**config.mk**
```make
export PLATFORM = sky130hd
export DESIGN_NAME = uart_dev
export DESIGN_NICKNAME = d
export VERILOG_FILES = /design/src/rtl/uart_dev.sv
export SDC_FILE = /design/constraint.sdc
export NUM_CORES = 1
export LEC_CHECK = 0
export BUFFER_PORTS_ARGS = -buffer_cell sky130_fd_sc_hd__buf_4
export CORE_UTILIZATION = 35
export DETAILED_ROUTE_END_ITERATION = 12
export PLACE_DENSITY_LB_ADDON = 0.25
export SYNTH_ARGS = -nofsm -noshare
export SYNTH_HDL_FRONTEND = slang
export SYNTH_SLANG_ARGS = --single-unit
```
**constraint.sdc**
```tcl
create_clock -name clk -period 3.1 [get_ports clk]
set_input_delay 0.62 -clock clk [delete_from_list [all_inputs] [get_ports clk]]
set_output_delay 0.62 -clock clk [all_outputs]
set_load 0.01 [all_outputs]
```
**src/rtl/uart_dev.sv**
```systemverilog
// uart_dev: memory-mapped UART with one TX and one RX channel, 8N1 framing.
// Register map by PrAddr: 0 DATA, 1 STATUS, 2 CTRL, 3 DIVISOR.
// Optional build macro: UART_LOOPBACK_EN adds CTRL[2], which feeds the internal
// TX line into the RX synchronizer instead of the uart_rxd pin.
module uart_dev (
    input  logic        clk,
    input  logic        reset,
    input  logic [1:0]  PrAddr,
    input  logic        WE,
    input  logic [31:0] DataIn,
    output logic [31:0] DataOut,
    output logic        InterruptRequest,
    input  logic        uart_rxd,
    output logic        uart_txd
);

    localparam logic [15:0] DivReset = 16'd433;
    localparam logic [15:0] DivMin   = 16'd3;

`ifdef UART_LOOPBACK_EN
    localparam logic LoopbackEn = 1'b1;
`else
    localparam logic LoopbackEn = 1'b0;
`endif

    typedef enum logic [1:0] {StIdle, StStart, StData, StStop} rx_state_e;

    // Register file
    logic [2:0]  ctrl_q;
    logic [15:0] div_q;
    logic        rx_valid_q;
    logic        overrun_q;
    logic        frame_err_q;
    logic [7:0]  rx_data_q;

    // Transmitter
    logic        tx_busy_q;
    logic        tx_line_q;
    logic [8:0]  tx_shift_q;
    logic [3:0]  tx_bit_q;
    logic [15:0] tx_cnt_q;
    logic [15:0] tx_div_q;

    // Receiver
    logic        rx_src;
    logic        rx_sync1_q;
    logic        rx_sync2_q;
    logic        rx_prev_q;
    rx_state_e   rx_state_q, rx_state_d;
    logic [15:0] rx_cnt_q, rx_cnt_d;
    logic [2:0]  rx_bit_q, rx_bit_d;
    logic [7:0]  rx_shift_q, rx_shift_d;
    logic [15:0] rx_div_q, rx_div_d;
    logic [15:0] rx_start_last;
    logic        rx_store;
    logic        rx_ferr;

    logic [15:0] div_eff;
    logic        wr_data, wr_status, wr_ctrl, wr_div;
    logic        unused_data_in;

    assign unused_data_in = ^DataIn[31:16];

    assign wr_data   = WE && (PrAddr == 2'd0);
    assign wr_status = WE && (PrAddr == 2'd1);
    assign wr_ctrl   = WE && (PrAddr == 2'd2);
    assign wr_div    = WE && (PrAddr == 2'd3);

    // Divisors below 3 are too short to sample reliably, so clamp.
    assign div_eff = (div_q < DivMin) ? DivMin : div_q;

    // Start bit is checked mid-bit: (div+1)>>1 cycles after the falling edge.
    assign rx_start_last = ({1'b0, rx_div_q[15:1]} + {15'd0, rx_div_q[0]}) - 16'd1;

    // CTRL and DIVISOR registers
    always_ff @(posedge clk) begin
        if (reset) begin
            ctrl_q <= 3'd0;
            div_q  <= DivReset;
        end else begin
            if (wr_ctrl) ctrl_q <= {DataIn[2] & LoopbackEn, DataIn[1:0]};
            if (wr_div)  div_q  <= DataIn[15:0];
        end
    end

    // Transmitter: loads the frame on a DATA write while idle, shifts one bit per period
    always_ff @(posedge clk) begin
        if (reset) begin
            tx_busy_q  <= 1'b0;
            tx_line_q  <= 1'b1;
            tx_shift_q <= 9'h1FF;
            tx_bit_q   <= 4'd0;
            tx_cnt_q   <= 16'd0;
            tx_div_q   <= DivMin;
        end else if (!tx_busy_q) begin
            if (wr_data) begin
                tx_busy_q  <= 1'b1;
                tx_line_q  <= 1'b0;
                tx_shift_q <= {1'b1, DataIn[7:0]};
                tx_bit_q   <= 4'd0;
                tx_cnt_q   <= 16'd0;
                tx_div_q   <= div_eff;
            end
        end else if (tx_cnt_q == tx_div_q) begin
            tx_cnt_q <= 16'd0;
            if (tx_bit_q == 4'd9) begin
                // End of stop bit
                tx_busy_q <= 1'b0;
                tx_line_q <= 1'b1;
            end else begin
                tx_bit_q   <= tx_bit_q + 4'd1;
                tx_line_q  <= tx_shift_q[0];
                tx_shift_q <= {1'b1, tx_shift_q[8:1]};
            end
        end else begin
            tx_cnt_q <= tx_cnt_q + 16'd1;
        end
    end

    assign uart_txd = tx_line_q;

`ifdef UART_LOOPBACK_EN
    assign rx_src = ctrl_q[2] ? tx_line_q : uart_rxd;
`else
    assign rx_src = uart_rxd;
`endif

    // Two-stage synchronizer plus one delayed copy for falling-edge detection
    always_ff @(posedge clk) begin
        if (reset) begin
            rx_sync1_q <= 1'b1;
            rx_sync2_q <= 1'b1;
            rx_prev_q  <= 1'b1;
        end else begin
            rx_sync1_q <= rx_src;
            rx_sync2_q <= rx_sync1_q;
            rx_prev_q  <= rx_sync2_q;
        end
    end

    // RX FSM state register
    always_ff @(posedge clk) begin
        if (reset) begin
            rx_state_q <= StIdle;
            rx_cnt_q   <= 16'd0;
            rx_bit_q   <= 3'd0;
            rx_shift_q <= 8'd0;
            rx_div_q   <= DivMin;
        end else begin
            rx_state_q <= rx_state_d;
            rx_cnt_q   <= rx_cnt_d;
            rx_bit_q   <= rx_bit_d;
            rx_shift_q <= rx_shift_d;
            rx_div_q   <= rx_div_d;
        end
    end

    // RX FSM next state: start detect, mid-bit sampling, stop-bit verdict
    always_comb begin
        rx_state_d = rx_state_q;
        rx_cnt_d   = rx_cnt_q;
        rx_bit_d   = rx_bit_q;
        rx_shift_d = rx_shift_q;
        rx_div_d   = rx_div_q;
        rx_store   = 1'b0;
        rx_ferr    = 1'b0;
        unique case (rx_state_q)
            StIdle: begin
                if (rx_prev_q && !rx_sync2_q) begin
                    rx_state_d = StStart;
                    rx_cnt_d   = 16'd0;
                    rx_div_d   = div_eff;
                end
            end
            StStart: begin
                if (rx_cnt_q == rx_start_last) begin
                    rx_cnt_d = 16'd0;
                    rx_bit_d = 3'd0;
                    // A line back high at mid-start is a glitch, not a frame
                    rx_state_d = rx_sync2_q ? StIdle : StData;
                end else begin
                    rx_cnt_d = rx_cnt_q + 16'd1;
                end
            end
            StData: begin
                if (rx_cnt_q == rx_div_q) begin
                    rx_cnt_d   = 16'd0;
                    rx_shift_d = {rx_sync2_q, rx_shift_q[7:1]};
                    if (rx_bit_q == 3'd7) begin
                        rx_state_d = StStop;
                    end else begin
                        rx_bit_d = rx_bit_q + 3'd1;
                    end
                end else begin
                    rx_cnt_d = rx_cnt_q + 16'd1;
                end
            end
            StStop: begin
                if (rx_cnt_q == rx_div_q) begin
                    rx_cnt_d   = 16'd0;
                    rx_state_d = StIdle;
                    rx_store   = rx_sync2_q;
                    rx_ferr    = !rx_sync2_q;
                end else begin
                    rx_cnt_d = rx_cnt_q + 16'd1;
                end
            end
            default: rx_state_d = StIdle;
        endcase
    end

    // STATUS flags and received byte; a store beats a simultaneous clear
    always_ff @(posedge clk) begin
        if (reset) begin
            rx_valid_q  <= 1'b0;
            overrun_q   <= 1'b0;
            frame_err_q <= 1'b0;
            rx_data_q   <= 8'd0;
        end else begin
            if (rx_store) begin
                rx_data_q  <= rx_shift_q;
                rx_valid_q <= 1'b1;
            end else if (wr_status && DataIn[0]) begin
                rx_valid_q <= 1'b0;
            end

            if (rx_store && rx_valid_q && !(wr_status && DataIn[0])) begin
                overrun_q <= 1'b1;
            end else if (wr_status && DataIn[2]) begin
                overrun_q <= 1'b0;
            end

            if (rx_ferr) begin
                frame_err_q <= 1'b1;
            end else if (wr_status && DataIn[3]) begin
                frame_err_q <= 1'b0;
            end
        end
    end

    // Read mux: purely combinational, no side effects
    always_comb begin
        DataOut = 32'd0;
        unique case (PrAddr)
            2'd0: DataOut = {24'd0, rx_data_q};
            2'd1: DataOut = {28'd0, frame_err_q, overrun_q, tx_busy_q, rx_valid_q};
            2'd2: DataOut = {29'd0, ctrl_q};
            2'd3: DataOut = {16'd0, div_q};
            default: DataOut = 32'd0;
        endcase
    end

    assign InterruptRequest = (rx_valid_q & ctrl_q[0]) | (~tx_busy_q & ctrl_q[1]);

endmodule

```
==> metrics.yaml, run 1 <==
logic_synthesis:
  synth-compound-area-share_pct: 17.29
  syn_inst: 781
  post-synth-top-area-fraction_pct: 38.20
  async_flop_share_pct: 0
  ys_types: 64
  post-synth-top-area-cell: "sky130_fd_sc_hd__dfxtp_1"
  synth_warnings: 0
  post_synth_and_or_nand_nor_area_fraction_pct: 23.93
  sequential_to_total_area_share_from_yosys_stat_pct: 38.20
  synth_xor_area_share_pct: 7.609
  synth_flop_cell: "sky130_fd_sc_hd__dfxtp_1"
  main_combinational_cell_family_by_area_after_synthesis: "simple AND/OR/NAND/NOR gates"
  synth_cell_count_leaders: "123 x sky130_fd_sc_hd__dfxtp_1, 123 x sky130_fd_sc_hd__nand2_1, 67 x sky130_fd_sc_hd__a21oi_1, 67 x sky130_fd_sc_hd__nor2_1"
  synth_area_per_cell_um2: 8.254
  number_of_synthesized_flops_with_an_enable_pin: 0
  synthMuxAreaShare_pct: 5.066
  syn-cell-area_um2: 6446
  synth_top_cells_by_area: "sky130_fd_sc_hd__dfxtp_1 38%, sky130_fd_sc_hd__nand2_1 7.2%, sky130_fd_sc_hd__xor2_1 5.7%, sky130_fd_sc_hd__a21oi_1 5.2%, sky130_fd_sc_hd__mux2i_1 4.2%"
  synth_fa_ha_area_share_pct: 1.553
  ys_ff_latch: 123
timing:
  worst_slew_margin_rel_pct: 49.00
  final.min_clock_period_ns: 2.866
  timing_worst_slew_pin_value_ns: 0.7646
  finalWorstSetupSlack_ns: 0.2341
  finalSetupTns_ns: 0
  post-route-period-util_pct: 92.45
  smallest_hold_slack_ns: 0.3823
  timing.final.setup_violations: 0
  fmaxAchievable_ghz: 0.3489
  rsz0062_at_grt: "no"
  final_max_slew_viol_count: 0
  report.final.hold_viol_count: 0
  fin_skew_ns: 0.01224
critical_path:
  end_kind: "register"
  crit_path_max_fanout: 15
  timing_worst_setup_path_type: "reg2reg"
  timing.critical_path.required_ns: 3.40
  arrival_ns: 3.17
  startpoint_type: "register"
finish:
  final_util_pct: 41.03
  seqCellArea_um2: 2462
  multiInputGateArea_um2: 3643
  finalNonFillerCells: 1040
  share_of_final_layout_standard_cells_stronger_than_drive_strength_1_pct: 16.40
  area_growth_syn_to_layout_pct: 14.73
  filler_cell_count: 1862
  diodes: 0
  nets: 844
detailed_routing:
  wire_per_inst_um: 14.49
  ant_nets: 0
  drcViolationCount: 0
  vias_per_cell: 5.079
  detailed_router_s_first_iteration_violation_count: 261
  drt_wl_total_mm: 15.07
  dr_total_vias: 5282
  drtPass1Iterations: 5
clock_tree:
  numCtsBuffers: 17
  ctsHtreeMaxLevel: 4
  ctsRootBufferMaster: "sky130_fd_sc_hd__clkbuf_16"
  tritoncts_num_sinks: 123
  setup_repair_bufs_after_cts: 0
  clock_pin_slew_of_the_registers_on_the_worst_case_setup_and_hold_paths_ns: 0.06
  maximum_clock_path_buffer_count: 2
  cts_resized: 0
  clock_insertion_delay_worst_skew_ns: 0.42
  tritoncts: "built"
  hold_buffers: 0
grt:
  wire_length_of_the_first_global_routing_pass_mm: 24.88
  globalRoute.busiestLayer: "met2"
  grt_overflow: 0
  gr-usage-met3_pct: 3.753
  met1_track_demand_over_resource_pct: 22.58
  grt.total_usage_pct: 16.91
  largest_net_degree_at_the_start_of_global_routing: 65
  met2_usage_pct: 26.80
  antenna_found_initial: 0
  vias_in_the_first_global_route: 4837
min_path:
  worst_hold_path_type: "in2reg"
placed_design:
  placement.setup.worst_slack_ns: 0.1457
  number_of_buffer_cells_added_on_primary_ports: 39
  hpwl_mm: 10.56
  routabilityCongestion: 0.8354
  cell_count_post_placement: 1008
floorplan:
  io_pins: 72
  count_of_standard_cell_rows: 49
  die_height_um: 137.7
  die_width_um: 137.7
  design.core.area_um2: 18020
  starting_density_of_the_core_pct: 35.76
  dieArea_um2: 18960
power:
  vdd_ir_drop_max_v: 0.0003962
  p_leak_uw: 0.002959
  pwr_density_cell_nw_per_um2: 519.4
job:
  max-cap-violations: 0
run_status:
  outcome: "finished, final reports clean"
## critical path, stage by stage (launching register included)
cell and delay (ns):
sky130_fd_sc_hd__dfxtp_1 0.33, sky130_fd_sc_hd__inv_1 0.07, sky130_fd_sc_hd__ha_1 0.20, sky130_fd_sc_hd__ha_2 0.26
sky130_fd_sc_hd__nor3b_4 0.25, sky130_fd_sc_hd__buf_4 0.17, sky130_fd_sc_hd__nand3_1 0.09, sky130_fd_sc_hd__a21boi_0 0.17
sky130_fd_sc_hd__o22ai_1 0.15, sky130_fd_sc_hd__o2111ai_1 0.24, sky130_fd_sc_hd__o31ai_4 0.25, sky130_fd_sc_hd__buf_4 0.27
sky130_fd_sc_hd__nand2_4 0.06, sky130_fd_sc_hd__mux2_2 0.25
## sequential cells by signal, summed over array words and instances (netlist names), 2 cells and up, named ones only
| register | count |
|---|---|
| rx_shift_q | 8 |
| rx_bit_q | 3 |
| rx_div_q | 16 |
| tx_div_q | 16 |
| tx_bit_q | 4 |
| rx_cnt_q | 16 |
| tx_cnt_q | 16 |
| tx_shift_q | 8 |
| ctrl_q | 2 |
| rx_data_q | 8 |
| div_q | 16 |
## power by group
group	leakage [µW]	total, µW	internal, µW	switching, µW
sequential	0.000997	1660	1620	42.9
combinational	0.00170	285	113	172
clock	0.000262	1900	1110	783
total	0.00296	3840	2840	999
## stage by stage
stage | total power (µW) | cell area [µm²]
final | 3841 | 7396
after detailed placement | 1979 | 6819
after global routing | 3990 | 7396
after global placement | 1980 | 6819
after floorplan | 1900 | 6502
after CTS | 3883 | 7387
## kinds of logic (layout without fill, tap and decap cells)
family	Yosys count	in the layout
and+or+nand+nor	310	310
adders and majority gates	8	8
buffers and inverters	81	96
DFF	123	123
muxes	30	30
other	1	16
AOI/OAI and AO/OA	172	172
xor gates and xnor gates	56	56
## cell usage in the layout, fill, tap and decap left out, types with 14 or more instances in the layout
master	n
sky130_fd_sc_hd__nor4_1	16
sky130_fd_sc_hd__a21oi_1	67
sky130_fd_sc_hd__conb_1	16
sky130_fd_sc_hd__mux2i_1	27
sky130_fd_sc_hd__o21ai_0	38
sky130_fd_sc_hd__dfxtp_1	123
sky130_fd_sc_hd__buf_4	52
sky130_fd_sc_hd__xnor2_1	14
sky130_fd_sc_hd__xor2_1	42
sky130_fd_sc_hd__nand2_1	123
sky130_fd_sc_hd__clkbuf_16	17
sky130_fd_sc_hd__and3_1	18
sky130_fd_sc_hd__nor2_1	67
sky130_fd_sc_hd__nand3_1	14
## path summary, 6_finish.rpt
| check | startpoint | end | slack (ns) | depth (start not counted) |
|---|---|---|---|---|
| hold / removal | uart_rxd | rx_sync1_q$_SDFF_PP1_ | 0.38 | 2 |
| setup reg to reg | rx_div_q[0]$_SDFFE_PP1P_ | rx_cnt_q[0]$_SDFFE_PP0N_ | 0.23 | 13 |
| hold reg to reg | rx_sync1_q$_SDFF_PP1_ | rx_sync2_q$_SDFF_PP1_ | 0.42 | 1 |
| setup / recovery | rx_div_q[0]$_SDFFE_PP1P_ | rx_cnt_q[0]$_SDFFE_PP0N_ | 0.23 | 13 |
## final cells by class
| cell class | count | share of cell area [%] |
|---|---|---|
| clock buffer | 17 | 5.752 |
| clock inverter | 15 | 1.929 |
| inverter | 12 | 0.6090 |
| multi-input combinational | 592 | 49.26 |
| sequential | 123 | 33.29 |
| tap | 229 | 3.874 |
| timing repair buffer | 52 | 5.278 |
## routing by layer
metal | up-vias | wire length (µm)
met5 | - | 0
li1 | 2725 | -
met4 | 0 | 211
met1 | 2470 | 7443
met3 | 16 | 407
met2 | 71 | 7003
Power figures use the tool's default switching activity.
==> run 2, diff against run 1 <==
==> constraint.sdc (replaced) <==
create_clock -name clk -period 3.37 [get_ports clk]
set_input_delay 0.674 -clock clk [delete_from_list [all_inputs] [get_ports clk]]
set_output_delay 0.674 -clock clk [all_outputs]
set_load 0.01 [all_outputs]
==> run 2 against run 1 <==
Net effect: count of clock-buffer cells in the layout did not move; clock power barely moved; critical path type unchanged; routed wire length fell by 1.1%; highest routed layer unchanged; design area rose by 0.30%; largest power group unchanged.
==> metrics.yaml, run 2 (synthesis results as in run 1) <==
timing:
  rsz0062_at_grt: "no"
  smallest_hold_slack_ns: 0.4102  # +0.02785 ns
  fmaxAchievable_ghz: 0.3338  # -4.3%
  worst_slew_margin_rel_pct: 29.77  # -19 points
  timing.final.setup_violations: 0  # unchanged
  timing_worst_slew_pin_value_ns: 1.053  # +0.2889 ns
  fin_skew_ns: 0.009804  # -0.002435 ns
  post-route-period-util_pct: 88.89  # -3.6 points
  final.min_clock_period_ns: 2.996  # +0.1298 ns
  report.final.hold_viol_count: 0  # unchanged
  finalSetupTns_ns: 0  # unchanged
  final_max_slew_viol_count: 0  # unchanged
floorplan:
  dieArea_um2: 18960  # unchanged
  design.core.area_um2: 18020  # unchanged
  count_of_standard_cell_rows: 49  # unchanged
  io_pins: 72  # unchanged
  starting_density_of_the_core_pct: 35.76  # unchanged
  die_width_um: 137.7  # unchanged
  die_height_um: 137.7  # unchanged
grt:
  vias_in_the_first_global_route: 4663  # -3.6%
  gr-usage-met3_pct: 4.305  # +0.55 points
  grt.total_usage_pct: 16.77  # -0.14 points
  met1_track_demand_over_resource_pct: 22.26  # -0.31 points
  met2_usage_pct: 25.85  # -0.95 points
  wire_length_of_the_first_global_routing_pass_mm: 24.36  # -2.1%
  globalRoute.busiestLayer: "met2"
  grt_overflow: 0  # unchanged
  antenna_found_initial: 0  # unchanged
  largest_net_degree_at_the_start_of_global_routing: 104  # +60%
run_status:
  outcome: "finished, final reports clean"
critical_path:
  crit_path_max_fanout: 15  # unchanged
  startpoint_type: "register"
  end_kind: "register"
  timing.critical_path.required_ns: 3.69  # +0.29 ns
  crit_path_max_incr_delay_ns: 0.35  # +0.02 ns
  timing_worst_setup_path_type: "reg2reg"
  critical_path.most_common_cell: "sky130_fd_sc_hd__ha_1"
  arrival_ns: 3.31  # +0.14 ns
  path_cells: "inv_1 > ha_1 > ha_1 > nor3b_2 > and4_1 > xnor2_1 > a211oi_1 > a41oi_1 > o31ai_4 > buf_4 > nand2_4 > mux2_2"
  critical_path.n_buffers_inverters: 2  # -1
  critical-path-slowest-cell: "sky130_fd_sc_hd__nor3b_2"
  path_delay_family: "simple AND/OR/NAND/NOR gates"
placed_design:
  number_of_buffer_cells_added_on_primary_ports: 39  # unchanged
  hpwl_mm: 10.44  # -1.1%
  cell_count_post_placement: 1006  # -0.20%
  routabilityCongestion: 0.7943  # -4.9%
detailed_routing:
  drcViolationCount: 0  # unchanged
  ant_nets: 0  # unchanged
  drt_wl_total_mm: 14.90  # -1.1%
  wire_per_inst_um: 14.36  # -0.88%
  vias_per_cell: 5.082  # about the same
  detailed_router_s_first_iteration_violation_count: 262  # +0.38%
  dr_total_vias: 5275  # -0.13%
  drtPass1Iterations: 4  # -1
finish:
  share_of_final_layout_standard_cells_stronger_than_drive_strength_1_pct: 16.07  # -0.33 points
  filler_cell_count: 1850  # -0.64%
  nets: 842  # -0.24%
  most_used_cells_in_the_layout_excluding_fill_and_tap_cells: "123 x sky130_fd_sc_hd__nand2_1, 123 x sky130_fd_sc_hd__dfxtp_1, 67 x sky130_fd_sc_hd__nor2_1, 67 x sky130_fd_sc_hd__a21oi_1, 50 x sky130_fd_sc_hd__buf_4"
  finalNonFillerCells: 1038  # -0.19%
  seqCellArea_um2: 2462  # unchanged
  multiInputGateArea_um2: 3635  # -0.24%
  diodes: 0  # unchanged
  area_growth_syn_to_layout_pct: 15.08
  final_util_pct: 41.16  # +0.13 points
clock_tree:
  tritoncts_num_sinks: 123  # unchanged
  clock_pin_slew_of_the_registers_on_the_worst_case_setup_and_hold_paths_ns: 0.06  # about the same
  cts_resized: 0  # unchanged
  clock_insertion_delay_worst_skew_ns: 0.43  # about the same
  tritoncts: "built"
  setup_repair_bufs_after_cts: 0  # unchanged
  hold_buffers: 0  # unchanged
  numCtsBuffers: 17  # unchanged
  maximum_clock_path_buffer_count: 2  # unchanged
  ctsRootBufferMaster: "sky130_fd_sc_hd__clkbuf_16"
  ctsHtreeMaxLevel: 4  # unchanged
power:
  vdd_ir_drop_max_v: 0.0003499  # -12%
  pwr_density_cell_nw_per_um2: 497.0  # -4.3%
  p_leak_uw: 0.002984  # +0.85%
job:
  max-cap-violations: 0  # unchanged
min_path:
  worst_hold_path_type: "reg2reg"
==> run 2: cell types whose count changed in the layout (fill, tap and decap cells not counted), sizes merged <==
cell,delta
buf,-2
bufinv,+2
clkinvlp,-3
inv,+1
==> run 2: per-layer routing <==
metal / vias up / share of wire, %
li1: 2714 / -
met1: 2472 / 49
met2: 71 / 47
met3: 18 / 2.9
met4: 0 / 1.4
met5: - / 0
==> run 2: final timing paths <==
path | start | cells past startpoint | endpoint | slack, ns
hold / removal | rx_sync1_q$_SDFF_PP1_ | 1 | rx_sync2_q$_SDFF_PP1_ | 0.41
setup reg to reg | rx_div_q[0]$_SDFFE_PP1P_ | 12 | rx_cnt_q[0]$_SDFFE_PP0N_ | 0.37
hold reg to reg | rx_sync1_q$_SDFF_PP1_ | 1 | rx_sync2_q$_SDFF_PP1_ | 0.41
setup / recovery | rx_div_q[0]$_SDFFE_PP1P_ | 12 | rx_cnt_q[0]$_SDFFE_PP0N_ | 0.37
==> run 2: stage by stage <==
step / setup WS [ns] / total power (µW) / instance area (µm²)
final: 0.3743 / 3687 / 7418
after global routing: 0.1444 / 3828 / 7418
after CTS: 0.3372 / 3724 / 7418
after detailed placement: 0.3340 / 1819 / 6804
after global placement: 0.3994 / 1820 / 6804
after floorplan: 0.6281 / 1748 / 6502
==> run 2: power breakdown <==
group	leakage [µW]	internal, µW	switching [µW]
sequential	0.000997	1490	37.7
combinational	0.00169	103	158
clock	0.000294	1180	726
total	0.00298	2770	921
==> run 2: area by class of cell <==
cell class,count,area share (%)
clock inverter,15,2.547
timing repair buffer,50,5.060
sequential,123,33.19
clock buffer,17,5.735
inverter,12,0.6072
multi-input combinational,592,49.00
tap,229,3.862
==> run 3, diff against run 2 <==
--- a/config.mk
+++ b/config.mk
@@ -9,6 +9,7 @@
 export CORE_UTILIZATION = 35
 export DETAILED_ROUTE_END_ITERATION = 12
 export PLACE_DENSITY_LB_ADDON = 0.25
+export RECOVER_POWER = 25
 export SYNTH_ARGS = -nofsm -noshare
 export SYNTH_HDL_FRONTEND = slang
 export SYNTH_SLANG_ARGS = --single-unit
==> run 3 against run 2 <==
Net effect: the flow now finishes with violations (capacitance limit, slew limit); power about the same; worst setup slack about the same; combinational power about the same; via count about the same; routed wire length hardly changed; clock skew barely moved; critical path depth did not move; non-clock buffer count unchanged; global-route usage unchanged; cell count did not move; utilization decreased by 0.056 points; sequential power is essentially flat; critical endpoint unchanged; highest routed layer unchanged.
==> metrics.yaml, run 3 (synthesis results as in run 1) <==
run_status:
  outcome: "finished, violations left"
  violated_checks: "capacitance limit, slew limit"
power:
  p_leak_uw: 0.002977  # -0.25%
  vdd_ir_drop_max_v: 0.0003499  # about the same
  pwr_density_cell_nw_per_um2: 497.5  # +0.11%
grt:
  wire_length_of_the_first_global_routing_pass_mm: 24.36  # unchanged
  vias_in_the_first_global_route: 4663  # unchanged
  largest_net_degree_at_the_start_of_global_routing: 104  # unchanged
  antenna_found_initial: 0  # unchanged
  grt_overflow: 0  # unchanged
  grt.total_usage_pct: 16.77  # unchanged
clock_tree:
  numCtsBuffers: 17  # unchanged
  clock_insertion_delay_worst_skew_ns: 0.43  # about the same
  ctsRootBufferMaster: "sky130_fd_sc_hd__clkbuf_16"
  setup_repair_bufs_after_cts: 0  # unchanged
  tritoncts: "built"
  hold_buffers: 0  # unchanged
  maximum_clock_path_buffer_count: 2  # unchanged
  cts_resized: 0  # unchanged
  ctsHtreeMaxLevel: 4  # unchanged
  clock_pin_slew_of_the_registers_on_the_worst_case_setup_and_hold_paths_ns: 0.06  # about the same
  tritoncts_num_sinks: 123  # unchanged
floorplan:
  count_of_standard_cell_rows: 49  # unchanged
  die_width_um: 137.7  # unchanged
  die_height_um: 137.7  # unchanged
  starting_density_of_the_core_pct: 35.76  # unchanged
  dieArea_um2: 18960  # unchanged
  design.core.area_um2: 18020  # unchanged
  io_pins: 72  # unchanged
critical_path:
  crit_path_max_incr_delay_ns: 0.35  # about the same
  startpoint_type: "register"
  critical_path.most_common_cell: "sky130_fd_sc_hd__ha_1"
  timing_worst_setup_path_type: "reg2reg"
  critical-path-slowest-cell: "sky130_fd_sc_hd__nor3b_2"
  crit_path_max_fanout: 15  # unchanged
  path_cells: "inv_1 > ha_1 > ha_1 > nor3b_2 > and4_1 > xnor2_1 > a211oi_1 > a41oi_1 > o31ai_4 > buf_4 > nand2_4 > mux2_2"
  register_to_register_setup_slack_ns: 0.37  # about the same
  worst_r2r_path_cells: 12  # unchanged
  critical_path.reg2reg.startpoint: "rx_div_q[0]$_SDFFE_PP1P_"
  end_kind: "register"
  timing.critical_path.required_ns: 3.69  # about the same
  rr_endpoint: "rx_cnt_q[0]$_SDFFE_PP0N_"
  arrival_ns: 3.31  # about the same
  critPathLaunch: "rx_div_q[0]$_SDFFE_PP1P_"
detailed_routing:
  route.top_layer_used: "met4"
  drcViolationCount: 0  # unchanged
  drt-met1-wl_mm: 7.314  # about the same
  vias_per_cell: 5.081  # about the same
  ant_nets: 0  # unchanged
  detailed_router_s_first_iteration_violation_count: 262  # unchanged
  wire_per_inst_um: 14.35  # about the same
  met3_wirelength_um: 433  # +0.46%
  drtPass1Iterations: 4  # unchanged
  dr_total_vias: 5274  # -0.019%
  drt_wl_total_mm: 14.90  # about the same
  met2_wire_length_mm: 6.936  # about the same
min_path:
  holdCritStartpoint: "rx_sync1_q$_SDFF_PP1_"
  min_delay_endpoint: "rx_sync2_q$_SDFF_PP1_"
  worst_hold_path_type: "reg2reg"
  hold-path-cell-count: 1  # unchanged
timing:
  timing_worst_slew_pin_value_ns: 2.039  # +0.9853 ns
  fin_skew_ns: 0.009803  # -0.0000002000 ns
  final.min_clock_period_ns: 2.996  # +0.00001100 ns
  timing.final.setup_violations: 0  # unchanged
  final_max_slew_viol_count: 104  # +104
  worst_slew_margin_rel_pct: -35.92  # -66 points
  finalSetupTns_ns: 0  # unchanged
  post-route-period-util_pct: 88.89  # about the same
  fmaxAchievable_ghz: 0.3338  # about the same
  report.final.hold_viol_count: 0  # unchanged
  rsz0062_at_grt: "no"
placed_design:
  cell_count_post_placement: 1006  # unchanged
  number_of_buffer_cells_added_on_primary_ports: 39  # unchanged
  hpwl_mm: 10.44  # unchanged
  routabilityCongestion: 0.7943  # unchanged
finish:
  finalNonFillerCells: 1038  # unchanged
  share_of_final_layout_standard_cells_stronger_than_drive_strength_1_pct: 15.82  # -0.25 points
  final_util_pct: 41.10  # -0.056 points
  area_growth_syn_to_layout_pct: 14.93
  most_used_cells_in_the_layout_excluding_fill_and_tap_cells: "123 x sky130_fd_sc_hd__nand2_1, 123 x sky130_fd_sc_hd__dfxtp_1, 67 x sky130_fd_sc_hd__nor2_1, 67 x sky130_fd_sc_hd__a21oi_1, 47 x sky130_fd_sc_hd__buf_4"
  nets: 842  # unchanged
  diodes: 0  # unchanged
job:
  max-cap-violations: 1  # +1
-- run 3: worst max-delay path by stage --
stage,slack (ns),depth (start not counted),end
after global routing,0.14,12,rx_cnt_q[0]$_SDFFE_PP0N_
after detailed placement,0.33,12,rx_cnt_q[0]$_SDFFE_PP0N_
final,0.37,12,rx_cnt_q[0]$_SDFFE_PP0N_
after global placement,0.40,12,rx_cnt_q[0]$_SDFFE_PP0N_
after CTS,0.34,12,rx_cnt_q[0]$_SDFFE_PP0N_
after floorplan,0.63,12,rx_cnt_q[2]$_SDFFE_PP0N_
-- run 3: report_power, final --
group / internal, µW / leakage [µW] / switching, µW
registers: 1490 / 0.000997 / 37.7
clock network: 1180 / 0.000294 / 726
logic: 102 / 0.00169 / 158
total: 2760 / 0.00298 / 921
-- run 3: through the flow --
step / setup slack [ns] / hold WS, ns / instance area, µm² / total power [µW]
5_1_grt: 0.1444 / 0.4122 / 7408 / 3827
6_report: 0.3742 / 0.4102 / 7408 / 3686
2_1_floorplan: 0.6281 / 0.3895 / 6502 / 1748
3_3_place_gp: 0.3994 / 0.3932 / 6804 / 1820
4_1_cts: 0.3372 / 0.4093 / 7418 / 3724
3_5_place_dp: 0.3340 / 0.3971 / 6804 / 1819
-- run 3: per-layer routing --
layer  GRT usage [%]  vias up
li1                -     2714
met3           4.305       18
met4           6.522        0
met2           25.85       71
met1           22.26     2471
met5               0        -
-- run 3: cell type report --
| cell class | instances | area [µm²] |
|---|---|---|
| fillers | 1851 | 10620 |
| clock buffers | 17 | 425.4 |
| well taps | 229 | 286.5 |
| clock inverters | 15 | 188.9 |
| multi-input cells | 592 | 3635 |
| repair buffers | 50 | 365.4 |
| inverters | 12 | 45.04 |
| flip-flops and latches | 123 | 2462 |
-- run 3: critical path: cells and delay by family, from the launching register on --
family,cells,cell delay (ns)
fa+ha+maj,2,0.49
compound gates,3,0.70
mux,1,0.25
xor+xnor,1,0.08
flops,1,0.33
buf+inv,2,0.32
simple gates,3,0.72
